File: src/rtl/helen_pio_pkg.sv
// Shared defaults, status field positions and fill-side state encoding for the PIO readout loader.
package helen_pio_pkg;

    localparam int DEF_N_WORDS = 32;
    localparam int DEF_DATA_W  = 32;
    localparam int DEF_TIME_W  = 26;
    localparam int DEF_SEQ_W   = 16;

    localparam int STATUS_VALID_BIT = 0;
    localparam int STATUS_SEQ_LSB   = 16;

    typedef logic [DEF_N_WORDS-1:0][DEF_DATA_W-1:0] word_bank_t;

    typedef enum logic {
        FILL = 1'b0,
        FULL = 1'b1
    } fill_state_t;

endpackage

File: src/rtl/pio_pkt_shadow.sv
// Shadow buffer: gathers N_WORDS stream words plus the first-word timestamp.
// Latency: word stored on its accept edge; full flag set on the last accept edge.
// Backpressure: in_ready low from the last accept until the top swaps the packet out.
module pio_pkt_shadow
    import helen_pio_pkg::*;
#(
    parameter int N_WORDS = DEF_N_WORDS,
    parameter int DATA_W  = DEF_DATA_W,
    parameter int TIME_W  = DEF_TIME_W
) (
    input  logic                             clk_clk,
    input  logic                             reset_reset_n,
    input  logic                             in_valid,
    input  logic [DATA_W-1:0]                in_data,
    output logic                             in_ready,
    input  logic [TIME_W-1:0]                time_in,
    input  logic                             swap,
    output logic [N_WORDS-1:0][DATA_W-1:0]   shadow,
    output logic [TIME_W-1:0]                shadow_time,
    output logic                             fill_full
);

    localparam int IDX_W = (N_WORDS > 1) ? $clog2(N_WORDS) : 1;
    localparam logic [IDX_W-1:0] LAST_IDX = IDX_W'(N_WORDS - 1);

    fill_state_t      state;
    fill_state_t      state_nxt;
    logic [IDX_W-1:0] idx;
    logic             accept;

    assign accept = in_valid && in_ready;

    always_ff @(posedge clk_clk or negedge reset_reset_n) begin
        if (!reset_reset_n) begin
            state <= FILL;
        end else begin
            state <= state_nxt;
        end
    end

    always_comb begin
        state_nxt = state;
        case (state)
            FILL:    if (accept && (idx == LAST_IDX)) state_nxt = FULL;
            FULL:    if (swap) state_nxt = FILL;
            default: state_nxt = FILL;
        endcase
    end

    always_comb begin
        in_ready  = (state == FILL);
        fill_full = (state == FULL);
    end

    always_ff @(posedge clk_clk or negedge reset_reset_n) begin
        if (!reset_reset_n) begin
            idx <= '0;
        end else if (swap) begin
            idx <= '0;
        end else if (accept) begin
            idx <= (idx == LAST_IDX) ? '0 : idx + 1'b1;
        end
    end

    // Payload storage is not reset: a discarded partial packet is simply overwritten.
    always_ff @(posedge clk_clk) begin
        if (accept) begin
            shadow[idx] <= in_data;
            if (idx == '0) begin
                shadow_time <= time_in;
            end
        end
    end

endmodule

File: src/rtl/ddc_pio_loader.sv
// Publishes shadow packets onto the flat PIO bank with a sequence/status word, swapping on HPS ack toggles.
// Latency: swap one edge after the shadow fills (bank empty) or on the ack edge (bank occupied).
// Backpressure: upstream stalls while a full shadow waits for the bank to free; nothing is dropped.
module ddc_pio_loader
    import helen_pio_pkg::*;
#(
    parameter int N_WORDS = DEF_N_WORDS,
    parameter int DATA_W  = DEF_DATA_W,
    parameter int TIME_W  = DEF_TIME_W,
    parameter int SEQ_W   = DEF_SEQ_W
) (
    input  logic                        clk_clk,
    input  logic                        reset_reset_n,
    input  logic                        in_valid,
    input  logic [DATA_W-1:0]           in_data,
    output logic                        in_ready,
    input  logic [TIME_W-1:0]           time_in,
    input  logic                        hps_read_bit,
    output logic [N_WORDS*DATA_W-1:0]   pio_data,
    output logic [TIME_W-1:0]           pio_time,
    output logic [31:0]                 pio_status
);

    logic [N_WORDS-1:0][DATA_W-1:0] shadow;
    logic [TIME_W-1:0]              shadow_time;
    logic                           fill_full;
    logic                           swap;
    logic                           ack;
    logic                           hps_read_bit_q;
    logic                           armed;
    logic                           bank_valid;
    logic [SEQ_W-1:0]               seq;

    pio_pkt_shadow #(
        .N_WORDS (N_WORDS),
        .DATA_W  (DATA_W),
        .TIME_W  (TIME_W)
    ) u_shadow (
        .clk_clk       (clk_clk),
        .reset_reset_n (reset_reset_n),
        .in_valid      (in_valid),
        .in_data       (in_data),
        .in_ready      (in_ready),
        .time_in       (time_in),
        .swap          (swap),
        .shadow        (shadow),
        .shadow_time   (shadow_time),
        .fill_full     (fill_full)
    );

    // hps_read_bit may already differ from its reset-time copy on release; armed hides that.
    assign ack  = armed && (hps_read_bit != hps_read_bit_q);
    assign swap = fill_full && (!bank_valid || ack);

    always_ff @(posedge clk_clk or negedge reset_reset_n) begin
        if (!reset_reset_n) begin
            hps_read_bit_q <= 1'b0;
            armed          <= 1'b0;
            bank_valid     <= 1'b0;
            seq            <= '0;
            pio_data       <= '0;
            pio_time       <= '0;
        end else begin
            hps_read_bit_q <= hps_read_bit;
            armed          <= 1'b1;
            if (swap) begin
                pio_data   <= shadow;
                pio_time   <= shadow_time;
                bank_valid <= 1'b1;
                seq        <= seq + 1'b1;
            end else if (ack) begin
                bank_valid <= 1'b0;
            end
        end
    end

    always_comb begin
        pio_status                               = '0;
        pio_status[STATUS_SEQ_LSB +: SEQ_W]      = seq;
        pio_status[STATUS_VALID_BIT]             = bank_valid;
    end

endmodule
File: config.mk
export PLATFORM = sky130hd
export DESIGN_NAME = ddc_pio_loader
export DESIGN_NICKNAME = d
export VERILOG_FILES = /design/src/rtl/helen_pio_pkg.sv /design/src/rtl/pio_pkt_shadow.sv /design/src/rtl/ddc_pio_loader.sv
export SDC_FILE = /design/constraint.sdc
export NUM_CORES = 2
export LEC_CHECK = 0
export CAP_MARGIN = 20
export CORE_AREA = 2 2 445 447
export DETAILED_ROUTE_END_ITERATION = 7
export DIE_AREA = 0 0 447 449
export PLACE_DENSITY = 0.59
export SLEW_MARGIN = 20
export SYNTH_ARGS = -nofsm -noshare
export SYNTH_HDL_FRONTEND = slang
export SYNTH_SLANG_ARGS = --single-unit
File: constraint.sdc
create_clock -name clk_clk -period 4.11 [get_ports clk_clk]
set_input_delay 1.233 -clock clk_clk [delete_from_list [all_inputs] [get_ports clk_clk]]
set_output_delay 1.233 -clock clk_clk [all_outputs]
set_load 0.005 [all_outputs]
# Word level (Yosys, flattened, before mapping)
# Index checks and enable logic that the tools add are counted.
[op_classes]
addsub = 2
magnitude_cmp = 2
n_eq_ne = 2
mux = 11
bitwise = 1
n_reduce_logical = 11
[op_table]
columns = ["cell", "count"]
rows = [
  ["1024-bit bitwise mux", 1],
  ["32-bit demux with 5-bit select", 1],
  ["32-bit two-way mux", 1],
  ["16-bit by 1-bit adder with 16-bit output (second input constant)", 1],
  ["5-bit two-way mux", 3],
  ["5-bit by 6-bit less-than comparator with 1-bit output (second input constant)", 1],
  ["5-bit by 1-bit adder with 5-bit output (second input constant)", 1],
  ["5-bit equality test (second input constant)", 1],
  ["5-bit by 1-bit greater-or-equal comparator with 1-bit output (second input constant)", 1],
  ["1-bit logical AND", 5],
  ["5-bit zero test", 1],
  ["1-bit two-way mux", 4],
  ["2-bit nonzero test", 2],
  ["1-bit case mux with 2 select lines", 1],
  ["2-bit AND reduction", 1],
  ["1-bit zero test", 1],
  ["1-bit logical OR", 1],
  ["1-bit inequality test", 1],
  ["1-bit inverter", 1],
]
[totals]
regBits = 2125
word_cells = 70

# Logic depth before layout (Yosys ltp)
[logic_depth]
ltp_word = 6
ltp_mapped = 8

# By module
# Synthesis repeated with hierarchy kept, for this count alone.
[hier_totals]
hier_cells = 5659
hier_area_um2 = 72229.3
[by_module_without_submodules]
columns = ["module", "instances", "cells_each", "area_per_inst_um2", "seq_area_each_um2"]
rows = [
  ["ddc_pio_loader", 1, 4523, 40129.7, 26750.7],
  ["pio_pkt_shadow", 1, 1136, 32099.5, 31680.4],
]

# Least setup slack after synthesis
# Ideal clock, no wire load.
[synth_timing]
kind = "input-to-reg"
from = "input in_valid"
to = "register u_shadow.shadow[896] in the netlist's numbering, enable pin"
t_arrival_ns = 3.204
setup_slack_ns = 0.484
path_stages = 4
path_cell_list = "nor2b_1 -> clkbuf_1 -> nand2_1 -> nor2_1"
[synth_between]
elab_chain_len = 1
[synth_lines]
columns = ["element", "line", "text"]
rows = [
  ["from (decl)", "ddc_pio_loader.sv:14", "input logic in_valid,"],
  ["1-bit logical AND", "pio_pkt_shadow.sv:31", "assign accept = in_valid && in_ready;"],
  ["to (signal, indexed assignment)", "pio_pkt_shadow.sv:68", "shadow[idx] <= in_data;"],
  ["to (decl)", "pio_pkt_shadow.sv:18", "output logic [N_WORDS-1:0][DATA_W-1:0] shadow,"],
]
# Every way passes these cells.
# A chain may end at the register's enable or synchronous reset.

# Worst setup path in the final report
[layout_timing]
from = "register u_shadow.state (netlist: u_shadow.fill_full)"
to = "output in_ready"
[layout_between]
elab_chain_len = 1
[layout_lines]
columns = ["element", "line", "text"]
rows = [
  ["from (decl)", "pio_pkt_shadow.sv:26", "fill_state_t state;"],
  ["from (signal assigned)", "pio_pkt_shadow.sv:37", "state <= state_nxt;"],
  ["1-bit inverter", "pio_pkt_shadow.sv:51", "in_ready = (state == FILL);"],
  ["to (decl)", "ddc_pio_loader.sv:16", "output logic in_ready,"],
]
# Every way passes these cells.

==> run_summary.xml <==
<?xml version="1.0" encoding="UTF-8"?>
<metrics>
  <group name="clock_network">
    <metric name="hold_buffers" unit="">0</metric>
    <metric name="clockRootBuffer" unit="">sky130_fd_sc_hd__clkbuf_16</metric>
    <metric name="tritoncts" unit="">built</metric>
    <metric name="cts_setup_buffers" unit="">0</metric>
    <metric name="clock_sink_count" unit="">2125</metric>
    <metric name="cts.repair.resized" unit="">0</metric>
    <metric name="path_clk_slew" unit="ns">0.06</metric>
    <metric name="h-tree-depth" unit="">4</metric>
    <metric name="cts_buffers" unit="">211</metric>
    <metric name="cts.path.max_buffers" unit="">3</metric>
    <metric name="clock_insertion_delay_at_the_later_pin_of_the_skew_report" unit="ns">0.89</metric>
  </group>
  <group name="route">
    <metric name="drtIter0Drc" unit="">5005</metric>
    <metric name="via_count" unit="">47567</metric>
    <metric name="postRouteWirelength" unit="um">248100</metric>
    <metric name="via_per_inst" unit="">4.873</metric>
    <metric name="final_routed_drc_violation_total" unit="">0</metric>
    <metric name="length_of_the_first_detailed_routing_pass_in_iterations" unit="">6</metric>
    <metric name="drtAntennaViolNets" unit="">0</metric>
    <metric name="average_wire_per_cell_in_the_routed_design" unit="um">25.41</metric>
  </group>
  <group name="sta">
    <metric name="transition_time_at_the_pin_with_the_least_slew_margin" unit="ns">1.167</metric>
    <metric name="fmaxAchievable" unit="MHz">299.4</metric>
    <metric name="finalHoldViolations" unit="">0</metric>
    <metric name="fin_skew" unit="ns">0.06981</metric>
    <metric name="final.hold.worst_slack" unit="ns">0.3316</metric>
    <metric name="timing.final.crit_period" unit="ns">3.340</metric>
    <metric name="grt_setup_unrepaired" unit="">false</metric>
    <metric name="timing.final.setup_violations" unit="">0</metric>
    <metric name="sum_of_negative_setup_slack" unit="ns">0</metric>
    <metric name="final.period_utilization" unit="%">81.26</metric>
    <metric name="slew_viol_final" unit="">0</metric>
    <metric name="maxSlewHeadroom" unit="%">22.22</metric>
  </group>
  <group name="placed_design">
    <metric name="dp_hpwl" unit="um">159200</metric>
    <metric name="place.gp.congestion" unit="">0.8229</metric>
    <metric name="buffer_ports.inserted" unit="">1129</metric>
    <metric name="placement.cell_area" unit="sq um">87860</metric>
  </group>
  <group name="yosys">
    <metric name="synth_sequential_area_ratio" unit="%">80.81</metric>
    <metric name="async_set_or_reset_flop_fraction_in_the_synthesized_netlist" unit="%">50.59</metric>
    <metric name="postSynth.topFlopCell" unit="">sky130_fd_sc_hd__dfrtp_1</metric>
    <metric name="synth-warning-count" unit="">0</metric>
    <metric name="synth_top_cell_area_share" unit="%">43.61</metric>
    <metric name="synth_edf_count" unit="">1050</metric>
    <metric name="syn_area" unit="sq um">72300</metric>
    <metric name="synthDistinctLibCells" unit="">35</metric>
    <metric name="synth.area.top_cells" unit="">sky130_fd_sc_hd__edfxtp_1 44%, sky130_fd_sc_hd__dfrtp_1 37%, sky130_fd_sc_hd__nand2_1 16%</metric>
    <metric name="synth.avg_cell_area" unit="sq um">12.78</metric>
    <metric name="synthCells" unit="">5659</metric>
    <metric name="yosys.area.top_type" unit="">sky130_fd_sc_hd__edfxtp_1</metric>
    <metric name="synth-seq-cells" unit="">2125</metric>
  </group>
  <group name="power">
    <metric name="total_power" unit="uW">65940</metric>
    <metric name="leakage_power" unit="uW">0.04164</metric>
    <metric name="ir_worst_vdd" unit="V">0.0004265</metric>
    <metric name="share_clk_of_total_power" unit="%">29.2</metric>
    <metric name="power_report.internal_total" unit="uW">46130</metric>
    <metric name="switch_share" unit="%">30.04</metric>
    <metric name="p_seq_share" unit="%">46.9</metric>
    <metric name="power.density_cell_area" unit="nW/um^2">695.2</metric>
    <metric name="pwr-share-comb" unit="%">23.9</metric>
    <metric name="power.switching" unit="uW">19810</metric>
  </group>
  <group name="grt">
    <metric name="number_of_global_route_vias_before_repair" unit="">46467</metric>
    <metric name="grt-ovfl-total" unit="">0</metric>
    <metric name="grt_start_max_net_pins" unit="">110</metric>
    <metric name="grt_first_pass_wirelength" unit="um">346900</metric>
    <metric name="grt_antenna_before_repair" unit="">31</metric>
    <metric name="all_layer_gr_usage" unit="%">24.37</metric>
  </group>
  <group name="worst_setup_path">
    <metric name="worst_setup_path_start_kind" unit="">flip-flop</metric>
    <metric name="worst-endpoint-required" unit="ns">2.88</metric>
    <metric name="arrival" unit="ns">2.11</metric>
    <metric name="worstSetupStartpoint" unit="">u_shadow.fill_full</metric>
    <metric name="critical_path_peak_fanout" unit="">6</metric>
    <metric name="worstPathCellList" unit="">inv_1, clkdlybuf4s50_1</metric>
    <metric name="timing.setup.critical_path_class" unit="">reg -&gt; out</metric>
    <metric name="worst_path_max_delay_cell" unit="">sky130_fd_sc_hd__clkdlybuf4s50_1</metric>
    <metric name="slowest_delay" unit="ns">0.58</metric>
    <metric name="worstReg2RegStart" unit="">u_shadow.idx[3]</metric>
    <metric name="end_kind" unit="">output pin</metric>
  </group>
  <group name="floorplan">
    <metric name="placeableCoreArea" unit="sq um">196200</metric>
    <metric name="die_w" unit="um">447</metric>
    <metric name="initial_utilization" unit="%">36.85</metric>
    <metric name="floorplan.rows" unit="">163</metric>
    <metric name="boundaryPins" unit="">1145</metric>
    <metric name="fp.dieArea" unit="sq um">200700</metric>
    <metric name="die_y" unit="um">449</metric>
  </group>
  <group name="cells_and_area">
    <metric name="area_growth" unit="%">31.19</metric>
    <metric name="design_area" unit="sq um">94860</metric>
    <metric name="design.final.nets" unit="">6996</metric>
    <metric name="drive_gt1_share" unit="%">7.802</metric>
    <metric name="fillerInstances" unit="">17271</metric>
  </group>
  <group name="job">
    <metric name="number_of_maximum_capacitance_constraint_violations" unit="">0</metric>
  </group>
  <group name="outcome">
    <metric name="status" unit="">finished, final reports clean</metric>
  </group>
  <group name="min_path">
    <metric name="worst_hold_path_type" unit="">in -&gt; async</metric>
  </group>
</metrics>
[cell families after synthesis]
family	share of synthesized area (%)
xor gates and xnor gates	0.2163
and+or+nand+nor	16.97
adders and majority gates	0.1038
DFF	80.81
buffers and inverters	1.781
AOI/OAI and AO/OA	0.1021
other	0.01039
[layer usage]
metal	wire [um]	GRT usage (%)	vias up	part of all wire (%)
met5	0	0	-	0
met4	10410	9.840	0	4.2
met3	18660	4.337	429	7.5
met2	123700	40.80	2229	50
met1	95310	31.32	24178	38
li1	-	-	20731	-
[path summary, 6_finish.rpt]
path,to,slack [ns],cells after the start
hold reg to reg,pio_data[979],0.39,2
min in group clk_clk,pio_data[979],0.39,2
hold / removal,pio_data[903],0.33,1
setup reg to reg,u_shadow.shadow[712],1.73,3
max in group asynchronous,pio_data[457],2.50,3
setup / recovery,in_ready,0.77,2
[synthesized netlist by cell type, types with 4 or more instances]
| cell type | count |
|---|---|
| sky130_fd_sc_hd__xor2_1 | 6 |
| sky130_fd_sc_hd__ha_1 | 6 |
| sky130_fd_sc_hd__dfrtp_1 | 1075 |
| sky130_fd_sc_hd__clkbuf_1 | 40 |
| sky130_fd_sc_hd__edfxtp_1 | 1050 |
| sky130_fd_sc_hd__nor2_1 | 37 |
| sky130_fd_sc_hd__nor4_1 | 4 |
| sky130_fd_sc_hd__nand3_1 | 5 |
| sky130_fd_sc_hd__buf_4 | 27 |
| sky130_fd_sc_hd__buf_2 | 168 |
| sky130_fd_sc_hd__nand4_1 | 9 |
| sky130_fd_sc_hd__buf_1 | 19 |
| sky130_fd_sc_hd__nand2_1 | 3170 |
| sky130_fd_sc_hd__xnor2_1 | 10 |
[state kept, by name, indices dropped and copies added (netlist names), 5 cells and up]
| signal | flops |
|---|---|
| pio_time | 26 |
| u_shadow.idx | 5 |
| pio_data | 1024 |
| u_shadow.shadow_time | 26 |
| u_shadow.shadow | 1024 |
| seq | 16 |
[worst max-delay path, delay by kind of cell (launching register included)]
kind / cells / cell delay [ns]
buf+inv: 2 / 0.78
flops: 1 / 0.48
[cells in the final DEF, fill, tap and decap left out, types with 4 or more instances in the layout]
master,n
sky130_fd_sc_hd__buf_12,64
sky130_fd_sc_hd__buf_2,27
sky130_fd_sc_hd__buf_4,109
sky130_fd_sc_hd__bufinv_16,9
sky130_fd_sc_hd__clkbuf_1,68
sky130_fd_sc_hd__clkbuf_16,211
sky130_fd_sc_hd__clkbuf_8,41
sky130_fd_sc_hd__clkdlybuf4s50_1,1096
sky130_fd_sc_hd__clkinv_1,17
sky130_fd_sc_hd__clkinv_16,7
sky130_fd_sc_hd__clkinv_2,29
sky130_fd_sc_hd__clkinv_8,5
sky130_fd_sc_hd__conb_1,16
sky130_fd_sc_hd__dfrtp_1,1075
sky130_fd_sc_hd__diode_2,8
sky130_fd_sc_hd__edfxtp_1,1050
sky130_fd_sc_hd__ha_1,6
sky130_fd_sc_hd__nand2_1,3170
sky130_fd_sc_hd__nand3_1,5
sky130_fd_sc_hd__nand4_1,9
sky130_fd_sc_hd__nor2_1,4
sky130_fd_sc_hd__nor2_4,32
sky130_fd_sc_hd__nor4_1,4
sky130_fd_sc_hd__xnor2_1,10
sky130_fd_sc_hd__xor2_1,6
[power groups by stage]
stage	sequential, uW	combinational, uW	clock (uW)
finish	30900	15800	19300
global route	31100	17300	20400
CTS	30900	16000	19500
detailed placement	31200	15900	0
global placement	31200	15700	0
floorplan	29600	4930	0
[stage by stage]
stage,utilization (%),std cells,worst slack (ns)
global placement,44.78,9355,0.6051
floorplan,-,5673,0.4844
CTS,48.34,9754,0.6635
global route,48.34,9755,0.6929
finish,48.35,9762,0.7703
detailed placement,44.78,9355,0.5782
[area by class of cell]
type | count | area (sq um) | area share [%]
Multi-Input combinational cell | 3290 | 12890 | 13.59
Inverter | 3 | 11.26 | 0.01187
Sequential cell | 2125 | 58430 | 61.60
Clock buffer | 320 | 6100 | 6.430
Clock inverter | 79 | 883.3 | 0.9312
Tap cell | 2640 | 3303 | 3.482
Antenna cell | 8 | 20.02 | 0.02110
Timing Repair Buffer | 1297 | 13220 | 13.94
No activity file was read; power rests on OpenSTA's default activity.
